<file path="config.mk">
export PLATFORM = sky130hd
export DESIGN_NAME = pm_loader
export DESIGN_NICKNAME = d
export VERILOG_FILES = /design/src/rtl/pm_loader_pkg.sv /design/src/rtl/pm_word_assembler.sv /design/src/rtl/pm_loader.sv
export SDC_FILE = /design/constraint.sdc
export NUM_CORES = 1
export LEC_CHECK = 0
export ABC_CLOCK_PERIOD_IN_PS = 5300
export CORE_MARGIN = 10
export CORE_UTILIZATION = 40
export CTS_CLUSTER_SIZE = 12
export DETAILED_ROUTE_END_ITERATION = 7
export PLACE_DENSITY = 0.57
export RECOVER_POWER = 100
export SLEW_MARGIN = 10
export SYNTH_ARGS = -nofsm -noshare
export SYNTH_HDL_FRONTEND = slang
export SYNTH_HIERARCHICAL = 1
export SYNTH_SLANG_ARGS = --single-unit
</file>
<file path="constraint.sdc">
create_clock -name clk -period 5.3 [get_ports clk]
set_clock_uncertainty 0.1 [all_clocks]
set_input_delay 0.53 -clock clk [delete_from_list [all_inputs] [get_ports clk]]
set_output_delay 0.53 -clock clk [all_outputs]
set_load 0.02 [all_outputs]
</file>
<file path="src/rtl/pm_loader_pkg.sv">
// Shared types and constants for the program-memory loader.
// Holds the FSM encoding, header geometry and word sizing helper.
package pm_loader_pkg;

  typedef enum logic [2:0] {
    ST_IDLE,
    ST_HDR,
    ST_DATA,
    ST_WRITE,
    ST_DONE
  } state_t;

  localparam int unsigned HDR_BYTES      = 4;
  localparam int unsigned HDR_ADDR_BYTES = 2;
  localparam int unsigned CNT_W          = 16;

  function automatic int unsigned bytes_per_word(input int unsigned pmd_size);
    return pmd_size / 8;
  endfunction

endpackage

</file>
<file path="src/rtl/pm_word_assembler.sv">
// Byte-to-word shift register: bytes enter at the LSB so the first byte
// of a word ends up in the MSB position.
module pm_word_assembler
  import pm_loader_pkg::*;
#(
  parameter int unsigned PMD_SIZE = 32
) (
  input  logic                clk,
  input  logic                reset,
  input  logic                clear,
  input  logic                shift_en,
  input  logic [7:0]          byte_in,
  output logic [PMD_SIZE-1:0] word_c,
  output logic                word_full_c
);

  localparam int unsigned BPW   = bytes_per_word(PMD_SIZE);
  localparam int unsigned IDX_W = (BPW > 1) ? $clog2(BPW) : 1;

  logic [PMD_SIZE-1:0] word;
  logic [IDX_W-1:0]    idx;

  // Word as it will look once the current byte is shifted in.
  assign word_c      = PMD_SIZE'({word, byte_in});
  assign word_full_c = shift_en && (idx == IDX_W'(BPW - 1));

  always_ff @(posedge clk or negedge reset) begin
    if (!reset) begin
      word <= '0;
      idx  <= '0;
    end else if (clear) begin
      word <= '0;
      idx  <= '0;
    end else if (shift_en) begin
      word <= word_c;
      idx  <= word_full_c ? '0 : idx + IDX_W'(1);
    end
  end

endmodule

</file>
<file path="src/rtl/pm_loader.sv">
// Program-memory loader: parses an address/count header from a byte stream,
// assembles words MSB-first and strobes one memory write per word.
module pm_loader
  import pm_loader_pkg::*;
#(
  parameter int unsigned PMA_SIZE = 16,
  parameter int unsigned PMD_SIZE = 32
) (
  input  logic                clk,
  input  logic                reset,
  input  logic                ld_start,
  input  logic                ld_valid,
  input  logic [7:0]          ld_data,
  output logic                ld_ready,
  output logic                ld_pm_cslt,
  output logic                ld_pm_wrb,
  output logic [PMA_SIZE-1:0] ld_pm_add,
  output logic [PMD_SIZE-1:0] ld_pm_dt,
  output logic                ld_ps_hold,
  output logic                ld_done
);

  localparam int unsigned HDR_IDX_W = $clog2(HDR_BYTES);

  state_t               state;
  logic [HDR_IDX_W-1:0] hdr_idx;
  logic [PMA_SIZE-1:0]  addr;
  logic [CNT_W-1:0]     count;

  logic                 accept_c;
  logic                 shift_en_c;
  logic                 clear_c;
  logic                 word_full_c;
  logic [PMD_SIZE-1:0]  word_c;
  logic [CNT_W-1:0]     count_shift_c;

  // ld_ready is only ever high in HDR/DATA, so it alone qualifies a byte.
  assign accept_c      = ld_valid && ld_ready;
  assign shift_en_c    = accept_c && (state == ST_DATA);
  assign clear_c       = (state == ST_IDLE) && ld_start;
  assign count_shift_c = {count[7:0], ld_data};

  pm_word_assembler #(
    .PMD_SIZE (PMD_SIZE)
  ) u_asm (
    .clk         (clk),
    .reset       (reset),
    .clear       (clear_c),
    .shift_en    (shift_en_c),
    .byte_in     (ld_data),
    .word_c      (word_c),
    .word_full_c (word_full_c)
  );

  // Session FSM; every output is a flop loaded alongside the state change.
  always_ff @(posedge clk or negedge reset) begin
    if (!reset) begin
      state      <= ST_IDLE;
      hdr_idx    <= '0;
      addr       <= '0;
      count      <= '0;
      ld_ready   <= 1'b0;
      ld_pm_cslt <= 1'b0;
      ld_pm_wrb  <= 1'b0;
      ld_pm_add  <= '0;
      ld_pm_dt   <= '0;
      ld_ps_hold <= 1'b0;
      ld_done    <= 1'b0;
    end else begin
      ld_pm_cslt <= 1'b0;
      ld_pm_wrb  <= 1'b0;
      ld_done    <= 1'b0;

      case (state)
        ST_IDLE: begin
          if (ld_start) begin
            state      <= ST_HDR;
            hdr_idx    <= '0;
            ld_ready   <= 1'b1;
            ld_ps_hold <= 1'b1;
          end
        end

        ST_HDR: begin
          if (accept_c) begin
            // Address bytes shift through a PMA_SIZE register; upper header bits fall off.
            if (hdr_idx < HDR_IDX_W'(HDR_ADDR_BYTES)) begin
              addr <= PMA_SIZE'({addr, ld_data});
            end else begin
              count <= count_shift_c;
            end
            hdr_idx <= hdr_idx + HDR_IDX_W'(1);
            if (hdr_idx == HDR_IDX_W'(HDR_BYTES - 1)) begin
              if (count_shift_c == '0) begin
                state      <= ST_DONE;
                ld_ready   <= 1'b0;
                ld_ps_hold <= 1'b0;
                ld_done    <= 1'b1;
              end else begin
                state <= ST_DATA;
              end
            end
          end
        end

        ST_DATA: begin
          if (word_full_c) begin
            state      <= ST_WRITE;
            ld_ready   <= 1'b0;
            ld_pm_cslt <= 1'b1;
            ld_pm_wrb  <= 1'b1;
            ld_pm_add  <= addr;
            ld_pm_dt   <= word_c;
          end
        end

        ST_WRITE: begin
          addr  <= addr + PMA_SIZE'(1);
          count <= count - CNT_W'(1);
          if (count == CNT_W'(1)) begin
            state      <= ST_DONE;
            ld_ps_hold <= 1'b0;
            ld_done    <= 1'b1;
          end else begin
            state    <= ST_DATA;
            ld_ready <= 1'b1;
          end
        end

        ST_DONE: begin
          state <= ST_IDLE;
        end

        default: begin
          state      <= ST_IDLE;
          ld_ready   <= 1'b0;
          ld_ps_hold <= 1'b0;
        end
      endcase
    end
  end

endmodule

</file>
After elaboration in Yosys (flattened, before gate mapping) --
Cells that the tools add are included.
Cells by class: order comparisons 1, equality and inequality tests 16, reductions and logical operators 17, multiplexer cells 37, bitwise logic cells 2, $add $sub $neg 4
Operators by type and width (number):
- $mux 16 | 4
- $pmux 16 s2 | 2
- $mux 24 | 2
- $mux 3 | 6
- $add 16x1->16 const B | 1
- $eq 16x1->1 const B | 1
- $logic_not 16->1 | 1
- $ne 2x2->1 const B | 8
- $sub 16x1->16 const B | 1
- $mux 1 | 13
- $pmux 3 s4 | 1
- $mux 2 | 5
- $reduce_and 3->1 | 3
- $reduce_and 7->1 | 1
- $eq 3x2->1 const B | 2
- $reduce_and 6->1 | 1
- $reduce_bool 2->1 | 3
- $pmux 1 s5 | 1
- $add 2x1->2 const B | 2
- $eq 2x2->1 const B | 2
- $logic_and 1x1->1 | 4
- $pmux 1 s4 | 1
- $pmux 2 s2 | 1
- $reduce_and 4->1 | 1
- other kinds (9) | 10
Word-level totals: output and inout port bits 53, logic and storage cells 89, flip-flop bits (word level) 115, input bits 12

Longest topological paths before layout --
depth after elaboration 6, gate-level depth with buffers 11, mapped depth without buffers 6

Hierarchy --
The synthesis kept the hierarchy.
By module, submodules not included:
- pm_loader | sequential area each 2227.1 µm², cells each 420, area each 4415.5 µm², times used 1
- pm_word_assembler | sequential area each 650.6 µm², cells each 94, area each 1153.6 µm², times used 1

Worst setup path after synthesis --
OpenSTA, ideal clock, no wires.
path kind register -> register, start register state[0], end register ld_pm_dt[10], period minus slack after synthesis 2494 ps, path slack 2806 ps, arrival 2270 ps, buffers on the path 6, data required time 5075 ps, setup time 125 ps, stages on the path, launching flop included 12, cell sequence dfrtp_1 > buf_2 > clkbuf_1 > nor3_1 > buf_6 > buf_12 > and2_1 > nand2_1 > nor2_1 > buf_4 > buf_4 > mux2_2
On the way: cells in the longest elaborated chain, start to end 4
Ends and longest elaborated chain:
- from (decl) | line pm_loader.sv:25 | state_t state;
- from (signal assigned) | line pm_loader.sv:58 | state <= ST_IDLE;
- from (signal assigned) | line pm_loader.sv:77 | state <= ST_HDR;
- from (signal assigned) | line pm_loader.sv:95 | state <= ST_DONE;
- $eq 3x2->1 | line pm_loader.sv:39 | assign shift_en_c = accept_c && (state == ST_DATA);
- $logic_and 1x1->1 | line pm_loader.sv:39
- named net shift_en_c | line pm_loader.sv:31 | logic shift_en_c;
- $logic_and 1x1->1 | line pm_word_assembler.sv:25 | assign word_full_c = shift_en && (idx == IDX_W'(BPW - 1));
- named net word_full_c | line pm_loader.sv:33 | logic word_full_c;
- $reduce_and 2->1 (no source line)
- to (signal assigned) | line pm_loader.sv:113 | ld_pm_dt <= word_c;
- to (decl) | line pm_loader.sv:18 | output logic [PMD_SIZE-1:0] ld_pm_dt,
The timed path passes the listed nets, and every way through them passes these cells. A chain may end at the register's enable or synchronous reset.

Worst setup path in the final report --
start register state[1], end register ld_pm_add[9]
On the way: cells in the longest elaborated chain, start to end 4
Ends and longest elaborated chain:
- $eq 3x2->1 | line pm_loader.sv:39
- $logic_and 1x1->1 | line pm_loader.sv:39
- named net shift_en_c | line pm_loader.sv:31
- $logic_and 1x1->1 | line pm_word_assembler.sv:25
- named net word_full_c | line pm_loader.sv:33
- $reduce_and 2->1 (no source line)
- to (signal assigned) | line pm_loader.sv:112 | ld_pm_add <= addr;
- to (decl) | line pm_loader.sv:17 | output logic [PMA_SIZE-1:0] ld_pm_add,
The timed path passes the listed nets, and every way through them passes these cells.

==> impl_metrics.csv <==
group,metric,value,unit
place,pre_cts_ws,1590,ps
worst_hold_path,hp-class,"input port to asynchronous set/reset pin",
synthesis,async_reset_ff_frac,1.00,
synthesis,synthMuxAreaShare,0.146,
synthesis,synth_warnings,6,
synthesis,synth-simple-area-share,0.148,
finish,drive_gt1_frac,0.157,
floorplan,io_pins,65,
timing,min_period,3670,ps
synthesis,synthesis.area,0.00557,sq mm
finish,multi_input_area,0.00238,sq mm
finish,fillCellCount,1279,
global_route,grt_use_total,0.147,
synthesis,synth-compound-area-share,0.121,
worst_setup_path,cp-end-kind,"register",
worst_setup_path,worstSetupStartpoint,"state[1]",
routing,postRouteAntennaNets,0,
clock_tree,cts.root.buffer_cell,"clkbuf_16",
power_and_ir_drop,vdd_drop_max,0.238,mV
clock_tree,clockBufferDepth,2,
timing,setup_ws,1630,ps
global_route,grt_max_degree,75,
floorplan,die_y,138,microns
power_and_ir_drop,power.density,541,mW/mm^2
clock_tree,clkTransAtPathRegs,50,ps
global_route,overflow,0,
routing,vias_per_cell,5.57,
synthesis,synth_adder_area_share,0.0112,
synthesis,syn-num-nets,531,
global_route,grt_pass1_wl,22.2,mm
timing,clock.fmax,272,MHz
synthesis,synth_edf_count,0,
place,portBuffers,64,
power_and_ir_drop,p_leak,3.14,nW
timing,maxSlewHeadroom,-0.481,
clock_tree,ctsHoldBuffers,0,
timing,tightestPinTransition,2220,ps
worst_setup_path,crit_type,"register to register",
place,hpwl,8.88,mm
clock_tree,htree_levels,4,
routing,routed_wl,13.3,mm
outcome,violations,"max-capacitance violations, max-slew violations",
clock_tree,cts_buffers,17,
floorplan,initial_utilization,0.404,
clock_tree,numClockSinks,115,
synthesis,syn_avg_cell_area,10.8,sq um
finish,final_cell_area,0.00686,sq mm
synthesis,yosys_register_bits,115,
synthesis,synth_xor_area_frac,0.00315,
finish,regArea,0.00288,sq mm
finish,final_util,0.498,
finish,areaGrowthSynthToFinish,23.2,%
worst_setup_path,r2r_slack,1630,ps
synthesis,synth_cells,514,
clock_tree,cts_tree,"built",
finish,num-nets-final,576,
timing,min_period_over_period,0.693,
timing,whs,158,ps
place,place_congestion,0.844,
clock_tree,postCtsSetupBuffers,0,
routing,drt-wirelength-per-cell,17.7,microns
finish,n_antenna_cell,0,
global_route,grt_pass1_vias,4148,
worst_setup_path,crit_required,5490,ps
timing,fin_tns_setup,0,ps
floorplan,core,0.0138,sq mm
timing,rsz0062_at_grt,"no",
worst_setup_path,r2r_cells,8,
floorplan,die_x,138,microns
floorplan,die-area,0.0190,sq mm
synthesis,synth-main-ff-cell,"dfrtp_1",
floorplan,rows,43,
outcome,status,"finished with violations",
clock_tree,insertion_delay,410,ps
flow_run,maxCapViolations,3,
synthesis,synth_top_family_by_area,"simple AND/OR/NAND/NOR gates",
place,place_area,0.00621,sq mm
timing,finalSetupViolations,0,
worst_setup_path,reg2reg_from,"state[1]",
timing,slew_viol_final,95,
global_route,antenna_found_initial,0,
routing,vias,4187,
worst_setup_path,worst_setup_path_start_kind,"register",
worst_setup_path,worstReg2RegEnd,"ld_pm_add[9]",
routing,drtIter0Drc,527,
routing,drc,0,
routing,dr.pass1.iters,6,
clock_tree,cts_resized,0,
worst_setup_path,path_max_fanout,27,
synthesis,yosysUniqueCellTypes,57,
synthesis,seq_area_frac_synth,0.517,
worst_setup_path,arrival,3860,ps
timing,finalHoldViolCount,0,
==> per-layer routing <==
layer | GRT usage | vias to the layer above | part of all wire
met5 | 0 | - | 0
li1 | - | 1950 | -
met1 | 0.191 | 2083 | 0.43
met3 | 0.0417 | 21 | 0.063
met2 | 0.232 | 133 | 0.49
met4 | 0.0481 | 0 | 0.015
==> synth_stat cells, types with 2 or more instances <==
cell type  count  area [sq um]
a211oi_1       5          37.5
a21o_1         2          15.0
a21oi_1       29           145
a22oi_1        2          15.0
a2bb2oi_1      3          26.3
a311oi_1       2          17.5
a31oi_1        7          43.8
a32oi_1        2          17.5
and2_1         2          12.5
and3_1         7          43.8
and3b_1        2          17.5
buf_12         2          40.0
buf_2         16          80.1
buf_4         13          97.6
clkbuf_1      11          41.3
dfrtp_1      115          2880
ha_1           5          62.6
inv_1          7          26.3
mux2_2        49           552
mux2i_1       26           260
nand2_1       32           120
nand2b_1       5          31.3
nand3_1       13          65.1
nand4_1       10          62.6
nor2_1        53           199
nor2b_1        3          18.8
nor3_1         6          30.0
nor3b_1        3          22.5
nor4_1        11          68.8
nor4_4         2          42.5
o2111ai_1      2          17.5
o21a_1         3          22.5
o21ai_0       26           130
o21ai_1        3          15.0
o221ai_1       2          17.5
o22a_1         5          43.8
o22ai_1        4          25.0
o32ai_1        4          35.0
or4_4          2          22.5
==> per-stage QoR <==
| stage | power [mW] | cells |
|---|---|---|
| after floorplan | 2.15 | 514 |
| after global placement | 2.39 | 720 |
| after detailed placement | 2.43 | 720 |
| after CTS | 3.75 | 752 |
| after global routing | 3.96 | 752 |
| final | 3.71 | 752 |
==> flip-flops by register name, summed over array words and instances (netlist names) <==
| signal | flops |
|---|---|
| ld_ready | 1 |
| ld_done | 1 |
| ld_ps_hold | 1 |
| ld_pm_dt | 32 |
| hdr_idx | 2 |
| ld_pm_wrb | 1 |
| u_asm/idx | 2 |
| u_asm/word | 24 |
| ld_pm_add | 16 |
| state | 3 |
| addr | 16 |
| count | 16 |
==> cells in the final DEF, fill, tap and decap left out, types with 4 or more instances in the layout <==
| cell | Yosys | layout |
|---|---|---|
| o22a_1 | 5 | 5 |
| nand3_1 | 13 | 13 |
| a21oi_1 | 29 | 29 |
| a31oi_1 | 7 | 7 |
| clkbuf_16 | 0 | 17 |
| mux2i_1 | 26 | 26 |
| clkdlybuf4s50_1 | 0 | 9 |
| dfrtp_1 | 115 | 115 |
| a211oi_1 | 5 | 5 |
| nand4_1 | 10 | 10 |
| bufinv_16 | 0 | 6 |
| nor3_1 | 6 | 6 |
| ha_1 | 5 | 5 |
| nor4_1 | 11 | 12 |
| nor2_1 | 53 | 52 |
| inv_1 | 7 | 7 |
| mux2_2 | 49 | 49 |
| o21ai_0 | 26 | 28 |
| buf_4 | 13 | 4 |
| o22ai_1 | 4 | 4 |
| dlygate4sd3_1 | 0 | 54 |
| and3_1 | 7 | 7 |
| o32ai_1 | 4 | 4 |
| nand2b_1 | 5 | 5 |
| clkbuf_1 | 11 | 7 |
| nand2_1 | 32 | 32 |
==> power breakdown <==
group / switching [mW] / total (mW) / internal [mW] / leakage (nW)
registers: 0.297 / 1.38 / 1.09 / 1.50
logic: 0.617 / 1.02 / 0.404 / 1.31
clock network: 0.388 / 1.31 / 0.920 / 0.325
total: 1.30 / 3.71 / 2.41 / 3.14
==> worst max-delay path, cell delays in order, from the launching register on <==
cell and delay [ps]:
dfrtp_1 770, nand2b_1 290, nor3_1 240, buf_4 430, and2_0 210, nand2_1 110
nor2_4 570, buf_4 440, mux2_2 380
==> cell type report <==
cell class / instances / area share
clock buffer: 24 / 0.0702
clock inverter: 8 / 0.0286
inverter: 7 / 0.00383
multi-input combinational: 348 / 0.347
sequential: 115 / 0.419
tap: 180 / 0.0328
timing repair buffer: 70 / 0.0979
==> cell families (layout without fill, tap and decap cells) <==
group                      after synthesis  after routing
AOI/OAI and AO/OA                      107            107
DFF                                    115            115
muxes                                   75             75
adders and majority gates                5              5
buffers and inverters                   51            109
and+or+nand+nor                        159            159
xor gates and xnor gates                 2              2
==> how the worst max path moves through the flow <==
stage,endpoint,slack (ps),depth (start not counted)
2_1_floorplan,ld_pm_dt[10],2810,11
3_3_place_gp,ld_pm_add[3],1640,9
3_5_place_dp,ld_pm_add[9],1590,9
4_1_cts,ld_pm_add[9],1650,8
5_1_grt,ld_pm_add[9],1220,8
6_report,ld_pm_add[9],1630,8
Power figures use the tool's default switching activity.
